`config.mk`:
```
export PLATFORM = sky130hd
export DESIGN_NAME = multdiv_unit
export DESIGN_NICKNAME = d
export VERILOG_FILES = /design/src/rtl/mips_pkg.sv /design/src/rtl/md_div_step.sv /design/src/rtl/multdiv_unit.sv
export SDC_FILE = /design/constraint.sdc
export NUM_CORES = 1
export LEC_CHECK = 0
export BUFFER_PORTS_ARGS = -buffer_cell sky130_fd_sc_hd__clkbuf_2
export CORE_ASPECT_RATIO = 0.5
export CORE_MARGIN = 1.5
export CORE_UTILIZATION = 25
export CTS_CLUSTER_SIZE = 28
export DETAILED_ROUTE_END_ITERATION = 6
export MAX_ROUTING_LAYER = met4
export SYNTH_ARGS = -nofsm -noshare
export SYNTH_HDL_FRONTEND = slang
export SYNTH_SLANG_ARGS = --single-unit
```
`constraint.sdc`:
```
create_clock -name clk -period 7.4 [get_ports clk]
set_clock_uncertainty 0.05 [all_clocks]
set_input_delay 1.48 -clock clk [delete_from_list [all_inputs] [get_ports clk]]
set_output_delay 1.48 -clock clk [all_outputs]
set_load 0.01 [all_outputs]
```
`src/rtl/mips_pkg.sv`:
```
// Shared types and constants for the execute-stage multiply/divide engine.
package mips_pkg;

    localparam int unsigned MD_WIDTH = 32;

    typedef enum logic [1:0] {
        IDLE,
        MUL,
        DIV,
        FIX
    } md_state_t;

    typedef enum logic {
        MD_MULT,
        MD_DIV
    } md_op_t;

endpackage

```
`src/rtl/md_div_step.sv`:
```
// One restoring-division iteration on unsigned magnitudes: shift the
// quotient MSB into the remainder, subtract the divisor if it fits.
module md_div_step
    import mips_pkg::*;
#(
    parameter int unsigned WIDTH = MD_WIDTH
) (
    input  logic [WIDTH-1:0] rem_in,
    input  logic [WIDTH-1:0] quo_in,
    input  logic [WIDTH-1:0] divisor,
    output logic [WIDTH-1:0] rem_out,
    output logic [WIDTH-1:0] quo_out
);

    logic [WIDTH:0]   shifted;
    logic [WIDTH-1:0] diff;
    logic             fits;

    always_comb begin
        shifted = {rem_in, quo_in[WIDTH-1]};
        fits    = (shifted >= {1'b0, divisor});
        // When fits is set the true difference is below 2^WIDTH, so the low bits suffice.
        diff    = shifted[WIDTH-1:0] - divisor;
        rem_out = fits ? diff : shifted[WIDTH-1:0];
        quo_out = {quo_in[WIDTH-2:0], fits};
    end

endmodule

```
`src/rtl/multdiv_unit.sv`:
```
// Iterative signed multiply/divide engine owning the HI/LO registers.
// Operates on magnitudes for WIDTH steps, then applies sign correction.
module multdiv_unit
    import mips_pkg::*;
#(
    parameter int unsigned WIDTH = MD_WIDTH
) (
    input  logic             clk,
    input  logic             rst,
    input  logic             mult,
    input  logic             div,
    input  logic [WIDTH-1:0] rs_data,
    input  logic [WIDTH-1:0] rt_data,
    output logic             busy,
    output logic             done,
    output logic             div_by_zero,
    output logic [WIDTH-1:0] hi,
    output logic [WIDTH-1:0] lo
);

    localparam int unsigned CW = $clog2(WIDTH + 1);

    md_state_t          state;
    md_state_t          state_next;
    md_op_t             op;
    logic [CW-1:0]      count;
    logic [2*WIDTH-1:0] acc;
    logic [WIDTH-1:0]   opnd;
    logic               a_neg;
    logic               b_neg;

    logic [WIDTH-1:0]   a_mag_in;
    logic [WIDTH-1:0]   b_mag_in;
    logic [WIDTH:0]     mul_sum;
    logic [WIDTH-1:0]   rem_next;
    logic [WIDTH-1:0]   quo_next;
    logic [2*WIDTH-1:0] prod_fixed;
    logic [WIDTH-1:0]   quo_fixed;
    logic [WIDTH-1:0]   rem_fixed;

    md_div_step #(.WIDTH(WIDTH)) u_div_step (
        .rem_in  (acc[2*WIDTH-1:WIDTH]),
        .quo_in  (acc[WIDTH-1:0]),
        .divisor (opnd),
        .rem_out (rem_next),
        .quo_out (quo_next)
    );

    always_comb begin
        a_mag_in   = rs_data[WIDTH-1] ? -rs_data : rs_data;
        b_mag_in   = rt_data[WIDTH-1] ? -rt_data : rt_data;
        mul_sum    = {1'b0, acc[2*WIDTH-1:WIDTH]} + (acc[0] ? {1'b0, opnd} : '0);
        prod_fixed = (a_neg ^ b_neg) ? -acc : acc;
        quo_fixed  = (a_neg ^ b_neg) ? -acc[WIDTH-1:0] : acc[WIDTH-1:0];
        rem_fixed  = a_neg ? -acc[2*WIDTH-1:WIDTH] : acc[2*WIDTH-1:WIDTH];
    end

    always_comb begin
        state_next = state;
        unique case (state)
            IDLE: begin
                if (mult)     state_next = MUL;
                else if (div) state_next = DIV;
            end
            MUL, DIV: begin
                if (count == CW'(1)) state_next = FIX;
            end
            FIX:     state_next = IDLE;
            default: state_next = IDLE;
        endcase
    end

    always_ff @(posedge clk or posedge rst) begin
        if (rst) begin
            state       <= IDLE;
            op          <= MD_MULT;
            count       <= '0;
            acc         <= '0;
            opnd        <= '0;
            a_neg       <= 1'b0;
            b_neg       <= 1'b0;
            busy        <= 1'b0;
            done        <= 1'b0;
            div_by_zero <= 1'b0;
            hi          <= '0;
            lo          <= '0;
        end else begin
            state       <= state_next;
            busy        <= (state_next != IDLE);
            done        <= 1'b0;
            div_by_zero <= 1'b0;
            unique case (state)
                IDLE: begin
                    if (mult || div) begin
                        a_neg <= rs_data[WIDTH-1];
                        b_neg <= rt_data[WIDTH-1];
                        count <= CW'(WIDTH);
                        // acc low half holds the multiplier or the dividend; opnd the other operand.
                        if (mult) begin
                            op   <= MD_MULT;
                            acc  <= (2*WIDTH)'(b_mag_in);
                            opnd <= a_mag_in;
                        end else begin
                            op   <= MD_DIV;
                            acc  <= (2*WIDTH)'(a_mag_in);
                            opnd <= b_mag_in;
                        end
                    end
                end
                MUL: begin
                    acc   <= {mul_sum, acc[WIDTH-1:1]};
                    count <= count - CW'(1);
                end
                DIV: begin
                    acc   <= {rem_next, quo_next};
                    count <= count - CW'(1);
                end
                FIX: begin
                    done <= 1'b1;
                    if (op == MD_MULT) begin
                        {hi, lo} <= prod_fixed;
                    end else if (opnd == '0) begin
                        // A zero divisor shifts the whole dividend magnitude into the remainder.
                        hi          <= a_neg ? -acc[2*WIDTH-1:WIDTH] : acc[2*WIDTH-1:WIDTH];
                        lo          <= '1;
                        div_by_zero <= 1'b1;
                    end else begin
                        hi <= rem_fixed;
                        lo <= quo_fixed;
                    end
                end
                default: ;
            endcase
        end
    end

endmodule
```
==> results.sh <==
export IMPL_outcome="finished, final reports clean"
export IMPL_hp_class="flop to flop"
export IMPL_final_hold_viol_count=0
export IMPL_cp_start_kind="flop"
export IMPL_cellLeakagePower_nw=6.89
export IMPL_synth_area_mm2=0.0142
export IMPL_drt_iter0_drc=1255
export IMPL_syn_inst=1747
export IMPL_final_cell_mix="nor2_1, dfrtp_1, a21oi_1"
export IMPL_max_freq_mhz=216
export IMPL_via_per_inst=5.19
export IMPL_worst_pin_slew_ns=1.18
export IMPL_crit_path_end="hi[24]$_DFFE_PP0P_"
export IMPL_r2r_start="acc[0]$_DFFE_PP0P_"
export IMPL_synth_main_ff_cell="dfrtp_1"
export IMPL_yosysSeqAreaShare=0.306
export IMPL_core_mm2=0.0559
export IMPL_ys_warn_count=0
export IMPL_cts_clk_slew_worst_paths_ns=0.07
export IMPL_grt_overflow=0
export IMPL_firstDrtPassIters=5
export IMPL_final_antenna_net_count=0
export IMPL_drive_gt1_frac=0.126
export IMPL_areaGrowthSynthToFinish_pct=14.3
export IMPL_insertion_delay_ns=0.46
export IMPL_end_kind="flop"
export IMPL_dp_slack_ns=2.72
export IMPL_synthesis_nets=1892
export IMPL_r2r_slack_ns=2.76
export IMPL_cp_required_ns=7.65
export IMPL_slew_limit_headroom=0.206
export IMPL_setup_violations=0
export IMPL_p_per_area_mw_per_mm2=546
export IMPL_peakVddDrop_mv=0.221
export IMPL_routed_wl_mm=47.2
export IMPL_fp_dieW_um=340
export IMPL_ios=135
export IMPL_postCtsSetupBuffers=0
export IMPL_htree_levels=4
export IMPL_grt_pass1_vias=12527
export IMPL_grt_antenna_before_repair=1
export IMPL_synth_edf_count=0
export IMPL_critPathArrivalTime_ns=4.89
export IMPL_grt_first_pass_wirelength_mm=73.5
export IMPL_numCtsBuffers=17
export IMPL_cts_tree="yes"
export IMPL_rows=61
export IMPL_gp_congestion=0.931
export IMPL_crit_type="flop to flop"
export IMPL_tns_ns=0
export IMPL_grt_setup_unrepaired="false"
export IMPL_start_util=0.255
export IMPL_startpoint="acc[0]$_DFFE_PP0P_"
export IMPL_layout_commonest_cell="nor2_1"
export IMPL_drc_errors=0
export IMPL_grt_start_max_net_pins=97
export IMPL_timing_final_ws_setup_ns=2.76
export IMPL_syn_mean_instance_area_um2=8.14
export IMPL_cts_sinks=174
export IMPL_die_area_mm2=0.0584
export IMPL_cts_hold_buf=0
export IMPL_path_max_fanout=25
export IMPL_wl_per_cell_um=18.2
export IMPL_r2r_end="hi[24]$_DFFE_PP0P_"
export IMPL_ys_types=73
export IMPL_period_minus_slack_ns=4.64
export IMPL_layout_nets=1959
export IMPL_final_period_utilization=0.627
export IMPL_dp_hpwl_mm=36.1
export IMPL_numPortBuffers=134
export IMPL_root_buffer="clkbuf_16"
export IMPL_cts_resized_gates=0
export IMPL_die_height_um=172
export IMPL_reg2regPathDepth=12
export IMPL_slew_violations=0
export IMPL_maxCapViolations=0
export IMPL_clk_path_buf_depth=2
export IMPL_vias=13428
export IMPL_grt_total_usage=0.165
export IMPL_async_reset_ff_frac=1.00
export IMPL_ys_seq_elements=174
## critical path: stages (launching register included)
cell      delay [ns]
dfrtp_1         0.48
inv_1           0.31
buf_4           0.40
ha_1            0.26
nor4b_1         0.69
nand2b_1        0.27
nor4_4          0.41
a21oi_1         0.24
or2_2           0.38
or4_4           0.53
o31ai_2         0.21
xor2_1          0.16
a21oi_1         0.08
## cell usage after synthesis (all sizes together), types with 31 or more instances
master / n / area (µm²)
mux2i: 31 / 310
inv: 65 / 244
dfrtp: 174 / 4350
nor3: 33 / 165
nor2: 203 / 762
ha: 75 / 938
xor2: 87 / 762
clkbuf: 91 / 342
o21ai: 133 / 666
nand2: 131 / 492
a21oi: 171 / 856
xnor2: 93 / 815
## where the power goes
part	internal, mW	switching (mW)	leakage (nW)
clock network	0.492	0.461	0.291
registers	1.39	0.613	2.08
logic	2.33	3.59	4.51
## metrics by stage
step	area, µm²	power, mW	hold slack [ns]	utilization	instances
final	16200	8.88	0.439	0.291	2585
after global routing	16200	9.66	0.470	0.291	2584
after CTS	16200	8.85	0.442	0.291	2583
after detailed placement	15600	7.87	0.421	0.280	2551
after global placement	15600	7.83	0.416	0.280	2551
after floorplan	14200	6.22	0.400	-	1747
## cell families after synthesis
family	Yosys count	share of synthesized area
DFF	174	0.306
AOI/OAI and AO/OA	578	0.261
and+or+nand+nor	523	0.175
xor gates and xnor gates	180	0.111
buffers and inverters	171	0.0452
adders and majority gates	77	0.0688
muxes	44	0.0321
## area by class of cell
cell class / instances / area, µm²
clock buffers: 18 / 439
inverters: 66 / 253
fillers: 5996 / 39600
multi-input cells: 1402 / 9270
well taps: 756 / 946
repair buffers: 153 / 813
diodes: 2 / 5.00
clock inverters: 14 / 169
flip-flops and latches: 174 / 4350
## worst min-delay path by stage
| stage | start | cells past startpoint | to |
|---|---|---|---|
| floorplan | opnd[17]$_DFFE_PP0P_ | 2 | opnd[17]$_DFFE_PP0P_ |
| global placement | opnd[19]$_DFFE_PP0P_ | 2 | opnd[19]$_DFFE_PP0P_ |
| detailed placement | opnd[17]$_DFFE_PP0P_ | 2 | opnd[17]$_DFFE_PP0P_ |
| CTS | opnd[18]$_DFFE_PP0P_ | 2 | opnd[18]$_DFFE_PP0P_ |
| global route | lo[22]$_DFFE_PP0P_ | 1 | lo[22]$_DFFE_PP0P_ |
| finish | opnd[18]$_DFFE_PP0P_ | 2 | opnd[18]$_DFFE_PP0P_ |
## registers in the layout, summed over array words and instances, names as in the netlist, 2 cells and up
name	count
acc	64
count	6
hi	32
lo	32
opnd	32
state	2
## per-layer routing
layer  up-vias  routed length (µm)  track usage
met2       319               22700        0.273
li1       6495                   -            -
met5         -                   0            -
met4         0                1720       0.0624
met3        70                1610       0.0207
met1      6544               21200        0.207
No activity file was read; power rests on OpenSTA's default activity.
